File: src/rtl/instr_mem_ctrl_if.sv
// Fetch/load bus between the core and the instruction memory controller.
// The parity inject/report signals exist only when IMEM_PARITY_EN is defined.
interface instr_mem_ctrl_if #(
    parameter int DATA_W = 32,
    parameter int ADDR_W = 32
);
    logic              FetchReq;
    logic [ADDR_W-1:0] FetchAddr;
    logic              FetchReady;
    logic              FetchValid;
    logic [DATA_W-1:0] FetchData;
    logic              FetchErr;
    logic              Stall;
    logic              LoadWe;
    logic [ADDR_W-1:0] LoadAddr;
    logic [DATA_W-1:0] LoadData;
    logic              InitBusy;
`ifdef IMEM_PARITY_EN
    logic              LoadPerrInject;
    logic              FetchPerr;

    modport master (
        output FetchReq, FetchAddr, Stall, LoadWe, LoadAddr, LoadData, LoadPerrInject,
        input  FetchReady, FetchValid, FetchData, FetchErr, InitBusy, FetchPerr
    );

    modport slave (
        input  FetchReq, FetchAddr, Stall, LoadWe, LoadAddr, LoadData, LoadPerrInject,
        output FetchReady, FetchValid, FetchData, FetchErr, InitBusy, FetchPerr
    );
`else
    modport master (
        output FetchReq, FetchAddr, Stall, LoadWe, LoadAddr, LoadData,
        input  FetchReady, FetchValid, FetchData, FetchErr, InitBusy
    );

    modport slave (
        input  FetchReq, FetchAddr, Stall, LoadWe, LoadAddr, LoadData,
        output FetchReady, FetchValid, FetchData, FetchErr, InitBusy
    );
`endif
endinterface

File: src/rtl/instr_mem_ctrl.sv
// Instruction memory controller: sequential post-reset clear, 1-cycle read-first fetch port
// with stall, and a program-load port. Optional per-word parity under IMEM_PARITY_EN.
module instr_mem_ctrl #(
    parameter int DATA_W = 32,
    parameter int DEPTH  = 64,
    parameter int ADDR_W = 32
) (
    input  logic            CLK,
    input  logic            RESET_N,
    instr_mem_ctrl_if.slave imem
);
    localparam int AW = $clog2(DEPTH);
`ifdef IMEM_PARITY_EN
    localparam int MEM_W = DATA_W + 1;
`else
    localparam int MEM_W = DATA_W;
`endif
    localparam logic [AW-1:0] CNT_LAST = AW'(DEPTH - 1);
    localparam logic [AW-1:0] CNT_ONE  = {{(AW-1){1'b0}}, 1'b1};

    typedef enum logic [0:0] {
        ST_INIT = 1'b0,
        ST_RUN  = 1'b1
    } state_t;

`ifdef IMEM_PARITY_EN
    function automatic logic parity_even(input logic [DATA_W-1:0] d);
        return ^d;
    endfunction
`endif

    state_t            state_r;
    logic [AW-1:0]     cnt_r;
    logic              init_busy_r;
    logic              fetch_valid_r;
    logic              fetch_err_r;
    logic [DATA_W-1:0] fetch_data_r;
    logic [MEM_W-1:0]  mem_r [DEPTH];

    logic              fetch_ready_s;
    logic              accept_s;
    logic              fetch_bad_s;
    logic [AW-1:0]     fetch_idx_s;
    logic [MEM_W-1:0]  rd_word_s;
    logic              load_in_range_s;
    logic [AW-1:0]     load_idx_s;
    logic              mem_we_s;
    logic [AW-1:0]     mem_wa_s;
    logic [MEM_W-1:0]  mem_wd_s;
`ifdef IMEM_PARITY_EN
    logic              rd_perr_s;
    logic              fetch_perr_r;
`endif

    // Fetch-side decode: handshake, address checks and the addressed word (pre-write value).
    always_comb begin
        fetch_ready_s   = (state_r == ST_RUN) && !(fetch_valid_r && imem.Stall);
        accept_s        = imem.FetchReq && fetch_ready_s;
        fetch_idx_s     = imem.FetchAddr[AW+1:2];
        fetch_bad_s     = (imem.FetchAddr[1:0] != 2'b00)
                       || ((imem.FetchAddr >> (AW + 2)) != {ADDR_W{1'b0}});
        rd_word_s       = mem_r[fetch_idx_s];
        load_idx_s      = imem.LoadAddr[AW+1:2];
        load_in_range_s = ((imem.LoadAddr >> (AW + 2)) == {ADDR_W{1'b0}});
`ifdef IMEM_PARITY_EN
        rd_perr_s       = parity_even(rd_word_s[DATA_W-1:0]) != rd_word_s[DATA_W];
`endif
    end

    // Memory write port: the clear sweep owns it in INIT, the load port in RUN.
    always_comb begin
        mem_we_s = 1'b0;
        mem_wa_s = cnt_r;
        mem_wd_s = {MEM_W{1'b0}};
        case (state_r)
            ST_INIT: begin
                mem_we_s = 1'b1;
                mem_wa_s = cnt_r;
                mem_wd_s = {MEM_W{1'b0}};
            end
            ST_RUN: begin
                mem_we_s = imem.LoadWe && load_in_range_s;
                mem_wa_s = load_idx_s;
`ifdef IMEM_PARITY_EN
                mem_wd_s = {parity_even(imem.LoadData) ^ imem.LoadPerrInject, imem.LoadData};
`else
                mem_wd_s = imem.LoadData;
`endif
            end
            default: begin
                mem_we_s = 1'b0;
                mem_wa_s = cnt_r;
                mem_wd_s = {MEM_W{1'b0}};
            end
        endcase
    end

    // Storage array; deliberately outside the reset domain so reset never touches contents.
    always_ff @(posedge CLK) begin
        if (mem_we_s) begin
            mem_r[mem_wa_s] <= mem_wd_s;
        end
    end

    // Controller FSM with registered fetch outputs.
    always_ff @(posedge CLK or negedge RESET_N) begin
        if (!RESET_N) begin
            state_r       <= ST_INIT;
            cnt_r         <= {AW{1'b0}};
            init_busy_r   <= 1'b1;
            fetch_valid_r <= 1'b0;
            fetch_err_r   <= 1'b0;
            fetch_data_r  <= {DATA_W{1'b0}};
`ifdef IMEM_PARITY_EN
            fetch_perr_r  <= 1'b0;
`endif
        end else begin
            case (state_r)
                ST_INIT: begin
                    cnt_r         <= cnt_r + CNT_ONE;
                    fetch_valid_r <= 1'b0;
                    if (cnt_r == CNT_LAST) begin
                        state_r     <= ST_RUN;
                        init_busy_r <= 1'b0;
                    end else begin
                        state_r     <= ST_INIT;
                        init_busy_r <= 1'b1;
                    end
                end
                ST_RUN: begin
                    init_busy_r <= 1'b0;
                    if (accept_s) begin
                        fetch_valid_r <= 1'b1;
                        fetch_err_r   <= fetch_bad_s;
                        fetch_data_r  <= fetch_bad_s ? {DATA_W{1'b0}} : rd_word_s[DATA_W-1:0];
`ifdef IMEM_PARITY_EN
                        fetch_perr_r  <= fetch_bad_s ? 1'b0 : rd_perr_s;
`endif
                    end else if (fetch_valid_r && imem.Stall) begin
                        fetch_valid_r <= fetch_valid_r;
                    end else begin
                        // Data and error flags keep their last value once valid drops.
                        fetch_valid_r <= 1'b0;
                    end
                end
                default: begin
                    state_r       <= ST_INIT;
                    cnt_r         <= {AW{1'b0}};
                    init_busy_r   <= 1'b1;
                    fetch_valid_r <= 1'b0;
                end
            endcase
        end
    end

    assign imem.FetchReady = fetch_ready_s;
    assign imem.FetchValid = fetch_valid_r;
    assign imem.FetchData  = fetch_data_r;
    assign imem.FetchErr   = fetch_err_r;
    assign imem.InitBusy   = init_busy_r;
`ifdef IMEM_PARITY_EN
    assign imem.FetchPerr  = fetch_perr_r;
`endif

endmodule

File: src/flat_wrapper.sv
// flat-port wrapper written by rule: the top's interface ports become plain ports
module instr_mem_ctrl_flat 
#(
    parameter int DATA_W = 32,
    parameter int DEPTH  = 64,
    parameter int ADDR_W = 32
)
  (CLK, RESET_N, imem_FetchReq, imem_FetchAddr, imem_Stall, imem_LoadWe, imem_LoadAddr, imem_LoadData, imem_FetchReady, imem_FetchValid, imem_FetchData, imem_FetchErr, imem_InitBusy);
  instr_mem_ctrl_if #(.DATA_W(DATA_W), .ADDR_W(ADDR_W)) imem_i ();
  input  logic CLK;
  input  logic RESET_N;
  input wire logic [$bits(imem_i.FetchReq)-1:0] imem_FetchReq;
  input wire logic [$bits(imem_i.FetchAddr)-1:0] imem_FetchAddr;
  input wire logic [$bits(imem_i.Stall)-1:0] imem_Stall;
  input wire logic [$bits(imem_i.LoadWe)-1:0] imem_LoadWe;
  input wire logic [$bits(imem_i.LoadAddr)-1:0] imem_LoadAddr;
  input wire logic [$bits(imem_i.LoadData)-1:0] imem_LoadData;
  output wire logic [$bits(imem_i.FetchReady)-1:0] imem_FetchReady;
  output wire logic [$bits(imem_i.FetchValid)-1:0] imem_FetchValid;
  output wire logic [$bits(imem_i.FetchData)-1:0] imem_FetchData;
  output wire logic [$bits(imem_i.FetchErr)-1:0] imem_FetchErr;
  output wire logic [$bits(imem_i.InitBusy)-1:0] imem_InitBusy;
  assign imem_i.FetchReq = imem_FetchReq;
  assign imem_i.FetchAddr = imem_FetchAddr;
  assign imem_i.Stall = imem_Stall;
  assign imem_i.LoadWe = imem_LoadWe;
  assign imem_i.LoadAddr = imem_LoadAddr;
  assign imem_i.LoadData = imem_LoadData;
  assign imem_FetchReady = imem_i.FetchReady;
  assign imem_FetchValid = imem_i.FetchValid;
  assign imem_FetchData = imem_i.FetchData;
  assign imem_FetchErr = imem_i.FetchErr;
  assign imem_InitBusy = imem_i.InitBusy;
  instr_mem_ctrl #(.DATA_W(DATA_W), .DEPTH(DEPTH), .ADDR_W(ADDR_W)) u_core (.CLK(CLK), .RESET_N(RESET_N), .imem(imem_i));
endmodule
File: config.mk
export PLATFORM = sky130hd
export DESIGN_NAME = instr_mem_ctrl_flat
export DESIGN_NICKNAME = d
export VERILOG_FILES = /design/src/rtl/instr_mem_ctrl_if.sv /design/src/rtl/instr_mem_ctrl.sv /design/src/flat_wrapper.sv
export SDC_FILE = /design/constraint.sdc
export NUM_CORES = 2
export LEC_CHECK = 0
export CAP_MARGIN = 20
export CORE_UTILIZATION = 56
export DETAILED_ROUTE_END_ITERATION = 8
export DONT_BUFFER_PORTS = 1
export PLACE_DENSITY_LB_ADDON = 0.05
export SLEW_MARGIN = 40
export SYNTH_ARGS = -nofsm -noshare
export SYNTH_HDL_FRONTEND = slang
export SYNTH_SLANG_ARGS = --single-unit
export TNS_END_PERCENT = 20
File: constraint.sdc
create_clock -name CLK -period 5.85 [get_ports CLK]
set_clock_uncertainty 0.05 [all_clocks]
set_input_delay 1.4625 -clock CLK [delete_from_list [all_inputs] [get_ports CLK]]
set_output_delay 1.4625 -clock CLK [all_outputs]
set_load 0.01 [all_outputs]
### After elaboration in Yosys (flattened, before gate mapping)

Memories as Yosys holds them, arrays and structs flattened.
Cells that the tools add are included.

| storage, ports and cells | value |
|---|---|
| register bits after elaboration | 42 |
| bits in latches | 0 |
| memory bits (writable) | 2048 |
| memory bits (read-only) | 0 |
| output and inout bits | 36 |
| logic and storage cells | 34 |
| memories kept | 1 |

Memory list:

| memory | words | width | rd ports | clocked after memory_dff | wr ports | RTL line | text |
|---|---|---|---|---|---|---|---|
| u_core.mem_r | 64 | 32 | 1 | 0 | 1 | instr_mem_ctrl.sv:38 | `logic [MEM_W-1:0] mem_r [DEPTH];` |

| cells by class | value |
|---|---|
| $add $sub $neg | 1 |
| multiply operators | 0 |
| divide/modulo/power cells | 0 |
| magnitude comparators | 0 |
| equality and inequality tests | 2 |
| shift-type cells | 0 |
| multiplexer cells | 13 |
| bitwise gates (word level) | 1 |
| reductions and logical operators | 10 |

Operators with widths:

| cell | number |
|---|---|
| case mux 32 bit (2 select lines) | 1 |
| zero test 32 bit | 1 |
| 2-to-1 mux 32 bit | 1 |
| nonzero test 32 bit | 1 |
| case mux 6 bit (2 select lines) | 1 |
| 2-to-1 mux 1 bit | 7 |
| adder 6 x 1 -> 6 bit (second input constant) | 1 |
| equality test 6 bit (second input constant) | 1 |
| case mux 1 bit (2 select lines) | 3 |
| logical AND 1 bit | 4 |
| inequality test 3 bit (second input constant) | 1 |
| AND reduction 2 bit | 1 |
| nonzero test 2 bit | 1 |
| zero test 1 bit | 1 |
| logical OR 1 bit | 1 |
| inverter 1 bit | 1 |

### Logic depth before layout (Yosys ltp)

| depth | value |
|---|---|
| depth after elaboration | 6 |
| mapped depth | 12 |
| gate-level depth less buffers | 5 |

### Worst setup path before layout

No wires, ideal clock.

| path | value |
|---|---|
| path type | input-to-reg |
| start point | in imem_LoadAddr[9] |
| end point | mem u_core.mem_r[18][0] in the netlist's numbering (enable) |
| arrival time | 4.059 ns |
| data required time | 5.379 ns |
| path slack | 1.320 ns |
| stages | 5 |
| cells stage by stage | nor4b_1 nand4_1 o32ai_1 nand2_1 nor2_1 |

| between the ends | value |
|---|---|
| cells in the longest elaborated chain, start to end | 5 |

RTL lines:

| item | RTL line | text |
|---|---|---|
| from (decl) | flat_wrapper.sv:16 | `input wire logic [$bits(imem_i.LoadAddr)-1:0] imem_LoadAddr;` |
| zero test 32 bit | instr_mem_ctrl.sv:64 | `load_in_range_s = ((imem.LoadAddr >> (AW + 2)) == {ADDR_W{1'b0}});` |
| logical AND 1 bit | instr_mem_ctrl.sv:82 | `mem_we_s = imem.LoadWe && load_in_range_s;` |
| case mux 1 bit (2 select lines) | instr_mem_ctrl.sv:75 | `case (state_r)` |
| 2-to-1 mux 1 bit | instr_mem_ctrl.sv:100 | `if (mem_we_s) begin` |
| 2-to-1 mux 1 bit (not written as such) | instr_mem_ctrl.sv:101 | `mem_r[mem_wa_s] <= mem_wd_s;` |
| to (decl) | instr_mem_ctrl.sv:38 |  |

No other way between the ends.

### Final worst setup path

| path | value |
|---|---|
| start point | in imem_FetchAddr[2] |
| end point | reg u_core.fetch_data_r[8], in the netlist u_core.imem.FetchData[8] |

| between the ends | value |
|---|---|
| cells in the longest elaborated chain, start to end | 2 |

RTL lines:

| item | RTL line | text |
|---|---|---|
| from (decl) | flat_wrapper.sv:13 | `input wire logic [$bits(imem_i.FetchAddr)-1:0] imem_FetchAddr;` |
| memory (64 x 32 bit) | - |  |
| 2-to-1 mux 32 bit | instr_mem_ctrl.sv:135 | `fetch_data_r <= fetch_bad_s ? {DATA_W{1'b0}} : rd_word_s[DATA_W-1:0];` |
| to (signal assigned) | instr_mem_ctrl.sv:113 | `fetch_data_r <= {DATA_W{1'b0}};` |
| to (signal assigned) | instr_mem_ctrl.sv:135 |  |
| to (decl) | instr_mem_ctrl.sv:37 | `logic [DATA_W-1:0] fetch_data_r;` |

No other way between the ends.
A chain may end at the register's enable or synchronous reset.

==> summary by stage <==
Synthesis
Synthesis instantiated 67 different standard cells from the library. The number of enable-type register cells in the synthesized netlist is 2048. In the synthesized netlist, the number of instances is ~3700. Counting flops and latches in the post-synthesis netlist gives approximately 2100.

Sequential elements use around 77% of the synthesized area. Summed over its instances, the top area cell type makes up 76.1% of the synthesized netlist area. Ranked by total cell area, the synthesized netlist is headed by sky130_fd_sc_hd__edfxtp_1 76%, sky130_fd_sc_hd__mux4_2 12%, sky130_fd_sc_hd__mux2_2 2.0%, sky130_fd_sc_hd__dfrtp_1 1.3%, sky130_fd_sc_hd__mux2i_1 1.1%. The most common flop cell mapped by yosys is sky130_fd_sc_hd__edfxtp_1. The average cell area after synthesis is 21.7 um2.

The most area-hungry cell type in the Yosys netlist is sky130_fd_sc_hd__edfxtp_1. For this run, the number of Yosys warnings is 0. Counting flops with an async set or reset pin after synthesis yields a share of 2.01%. The net count after synthesis is ~3800. The cell area that synthesis handed to floorplanning was 0.0808 mm2.

Min path
The worst hold path belongs to the class in2async.

Pwr
The overall power consumption is 29.2 mW. VDD sags by at most 0.255 mV. Summed over all cells, the static leakage comes to 23.2 nW.

Power spread over the standard cell area amounts to around 320 mW/mm2.

Placement
The final HPWL from detailed placement is roughly 120000 um. The routability congestion estimate is 0.872. The count of buffers added on input and output ports is 0.

The count of placed standard cells including taps is 5564. Prior to clock tree synthesis, the placed netlist has a worst setup slack of 1.54 ns.

Worst setup path
At the worst endpoint, the required time is 6.56 ns. The standard cell with the maximum stage delay on the critical path is sky130_fd_sc_hd__nor4_1. The startpoint of the worst register-to-register path is u_core.state_r$_DFF_PN0_. On the critical path the largest part of the delay comes from buffers and inverters. The setup path with the least slack is of type in2reg.

The worst register-to-register path has a depth of 4. Traced cell by cell, the critical path runs through buf_16, buf_16, buf_16, nand2b_2, buf_4, o22ai_1, nor4_1, o41ai_1, nand3_1. The peak fanout along the critical path is 104. The critical path launch point type is a primary input. The data arrival time of the critical path is 5.62 ns. The most numerous cell type found on the critical path is sky130_fd_sc_hd__buf_16. The end of the worst register-to-register path is u_core.mem_r[0][31]$_DFFE_PP_. In this design, the stage delay of the slowest critical-path cell is 0.78 ns. Together, buffers and inverters on the worst path number 4. STA classifies the critical path endpoint as a register. The setup check on the worst reg-to-reg path leaves a slack of around 2.0 ns.

STA
The max-slew violation count is 0. The worst path uses 84.0% of the clock period. The highest attainable clock frequency is 0.204 GHz. Setup repair after global routing left no endpoint under its margin. The tightest hold margin is 0.270 ns. For the finished layout, the period the worst path requires is 4.91 ns. The setup total negative slack is 0 ns. For the pin with the worst max-slew slack, the measured transition is 0.977 ns. Setup violations remaining at the end of the flow were counted as 0. Once routing completed, OpenROAD measured the worst setup slack at 0.939 ns.

Measured against its own limit, the worst slew margin works out to a little over a third. The final hold violation count was 0.

Finish
The area growth from synthesis to layout is 12.0%. The final layout net count is 3991. The finished layout holds 5958 standard cells, fillers aside. The share of final-layout standard cells stronger than drive strength 1 is 28.1%. Fill cells in the final layout number between 9000 and 10000.

Routing
The iteration count of the initial detailed-routing pass is 5. Summed over all layers, the routed wires come to 206000 um. The final antenna-violating net count is 0. In the final routed layout, each cell accounts on average for ~35 um. Summing over every cut layer, the via total after detailed routing is 39131. After detailed routing, the number of remaining DRC violations is 0.

After detailed routing, the number of vias per cell comes to 6.57. The violation count after the first detailed-route iteration is 4437.

Clock tree
The number of buffers inserted for hold repair after clock tree synthesis is 0. Counting every sink on the clock net gives 2090. In this run the post-CTS setup repair buffer count came out at 0. Clock latency on the worst-skew pair, taken at its later pin, is 0.83 ns.

The tree is rooted in a sky130_fd_sc_hd__clkbuf_16. In this run, post-CTS repair resized a total of 0 instances. The number of buffers on the longest clock path is 3. The clock tree synthesis step divided the H-tree into 4 levels. The CTS buffer count is ~200. The clock-pin slew reported for the worst setup and hold paths after clock tree synthesis is 0.07 ns. The CTS tree is built.

Floorplanning
The die outline width is ~380 um. The floorplan core area is 0.142 mm2. The floorplan has 138 rows. The height of the die is ~380 um.

The count of pins on the block boundary is 137. The die outline area is about 0.15 mm2. Once the floorplan was initialized, standard cells occupied a little under three fifths of the core.

Run
The tool flagged a number of max-cap violations equal to 0.

Global routing
Summed over all layers, the global routing overflow is 0. The wire length of the first global-routing pass is 290000 um. The via count of the first global-routing pass is roughly 40000. The initial antenna violation count is 13. The maximum number of pins on one net before global-route repair is 569. The overall routing resource usage is 28.5%.

Status
The run finished with clean final reports.
report_power, final:
| part | internal (mW) | switching [mW] | total (mW) |
|---|---|---|---|
| sequential | 16.2 | 0 | 16.2 |
| clock | 6.93 | 5.47 | 12.4 |
| combinational | 0.236 | 0.348 | 0.584 |
| total | 23.3 | 5.82 | 29.2 |
kinds of logic (layout without fill, tap and decap cells):
group,Yosys count,count (layout),synth area share [%]
flops,2090,2090,77.4
mux,674,674,15.4
simple gates,404,404,2.43
compound gates,338,338,3.03
buf+inv,216,551,1.58
xor+xnor,5,5,0.0542
fa+ha+maj,1,1,0.0155
other cells,0,5,0
cell usage in the layout, fill, tap and decap left out, types with 36 or more instances in the layout:
cell type / n
sky130_fd_sc_hd__a22oi_1: 66
sky130_fd_sc_hd__nor2b_1: 36
sky130_fd_sc_hd__nor2_4: 63
sky130_fd_sc_hd__clkinv_1: 47
sky130_fd_sc_hd__nand2_1: 109
sky130_fd_sc_hd__clkbuf_16: 204
sky130_fd_sc_hd__mux2_2: 140
sky130_fd_sc_hd__a211oi_1: 41
sky130_fd_sc_hd__buf_4: 131
sky130_fd_sc_hd__clkbuf_1: 57
sky130_fd_sc_hd__o22ai_1: 69
sky130_fd_sc_hd__mux4_2: 441
sky130_fd_sc_hd__clkinv_2: 40
sky130_fd_sc_hd__mux2i_1: 91
sky130_fd_sc_hd__dfrtp_1: 40
sky130_fd_sc_hd__edfxtp_1: 2048
cell usage after synthesis (4+ instances only):
| cell | number |
|---|---|
| sky130_fd_sc_hd__buf_4 | 19 |
| sky130_fd_sc_hd__nand2b_1 | 13 |
| sky130_fd_sc_hd__a32oi_1 | 4 |
| sky130_fd_sc_hd__a21oi_1 | 18 |
| sky130_fd_sc_hd__a211o_1 | 5 |
| sky130_fd_sc_hd__buf_8 | 5 |
| sky130_fd_sc_hd__o22ai_1 | 69 |
| sky130_fd_sc_hd__nor3_1 | 34 |
| sky130_fd_sc_hd__a2111oi_1 | 5 |
| sky130_fd_sc_hd__o31ai_1 | 4 |
| sky130_fd_sc_hd__mux2_2 | 140 |
| sky130_fd_sc_hd__buf_6 | 28 |
| sky130_fd_sc_hd__a221oi_1 | 11 |
| sky130_fd_sc_hd__dfrtp_1 | 41 |
| sky130_fd_sc_hd__nand4_1 | 4 |
| sky130_fd_sc_hd__o32ai_1 | 7 |
| sky130_fd_sc_hd__clkbuf_1 | 76 |
| sky130_fd_sc_hd__buf_2 | 60 |
| sky130_fd_sc_hd__o41ai_1 | 12 |
| sky130_fd_sc_hd__a22oi_1 | 66 |
| sky130_fd_sc_hd__and3_1 | 8 |
| sky130_fd_sc_hd__and2_1 | 35 |
| sky130_fd_sc_hd__o21ai_0 | 34 |
| sky130_fd_sc_hd__nand3_1 | 22 |
| sky130_fd_sc_hd__nand2_1 | 112 |
| sky130_fd_sc_hd__o2111ai_1 | 5 |
| sky130_fd_sc_hd__nor2_1 | 95 |
| sky130_fd_sc_hd__a2111oi_0 | 9 |
| sky130_fd_sc_hd__nor2b_1 | 40 |
| sky130_fd_sc_hd__a221o_1 | 12 |
| sky130_fd_sc_hd__mux2i_1 | 91 |
| sky130_fd_sc_hd__o211ai_1 | 7 |
| sky130_fd_sc_hd__mux4_2 | 441 |
| sky130_fd_sc_hd__a31oi_1 | 5 |
| sky130_fd_sc_hd__nor4_1 | 23 |
| sky130_fd_sc_hd__inv_1 | 11 |
| sky130_fd_sc_hd__buf_1 | 13 |
| sky130_fd_sc_hd__edfxtp_1 | 2048 |
| sky130_fd_sc_hd__a211oi_1 | 41 |
| sky130_fd_sc_hd__a22o_1 | 9 |
| sky130_fd_sc_hd__xnor2_1 | 5 |
layout make-up:
type / count / area, um2 / area share (%)
antenna: 5 / 12.5 / 0.0138
clock buffer: 266 / 5390 / 5.96
clock inverter: 113 / 873 / 0.966
inverter: 12 / 45.0 / 0.0498
multi-input combinational: 1422 / 17600 / 19.4
sequential: 2090 / 62600 / 69.2
tap: 1890 / 2360 / 2.61
timing repair buffer: 160 / 1650 / 1.82
metrics by stage:
stage / cell area (um2) / util (%)
detailed placement: 83900 / 59.0
global route: 90400 / 63.6
CTS: 90100 / 63.4
global placement: 83800 / 58.9
finish: 90400 / 63.6
floorplan: 80800 / -
layer usage:
layer | up-vias | part of all wire, % | routed length (um) | global-route usage, %
li1 | 16055 | - | - | -
met1 | 21057 | 40 | 81600 | 38.9
met2 | 1675 | 50 | 103000 | 46.6
met3 | 340 | 7.3 | 15000 | 5.23
met4 | 4 | 3.3 | 6870 | 9.91
met5 | - | 0.013 | 27 | 0
registers in the layout, summed over array words and instances (netlist names):
signal and count:
u_core.mem_r 2048, u_core.imem.FetchData 32, u_core.cnt_r 6, u_core.imem.FetchErr 1, u_core.imem.FetchValid 1, u_core.imem.InitBusy 1
u_core.state_r 1
worst max path at each step:
stage | end | cells past startpoint | startpoint
3_5_place_dp | u_core.mem_r[0][20]$_DFFE_PP_ | 8 | imem_LoadAddr[11]
2_1_floorplan | u_core.mem_r[18][0]$_DFFE_PP_ | 5 | imem_LoadAddr[9]
6_report | u_core.imem.FetchData[8]$_DFFE_PN0P_ | 9 | imem_FetchAddr[2]
3_3_place_gp | u_core.imem.FetchData[20]$_DFFE_PN0P_ | 5 | imem_FetchAddr[2]
5_1_grt | u_core.imem.FetchData[15]$_DFFE_PN0P_ | 9 | imem_FetchAddr[2]
4_1_cts | u_core.mem_r[0][4]$_DFFE_PP_ | 4 | u_core.state_r$_DFF_PN0_
Note: power is estimated with default switching activity, not from simulation.
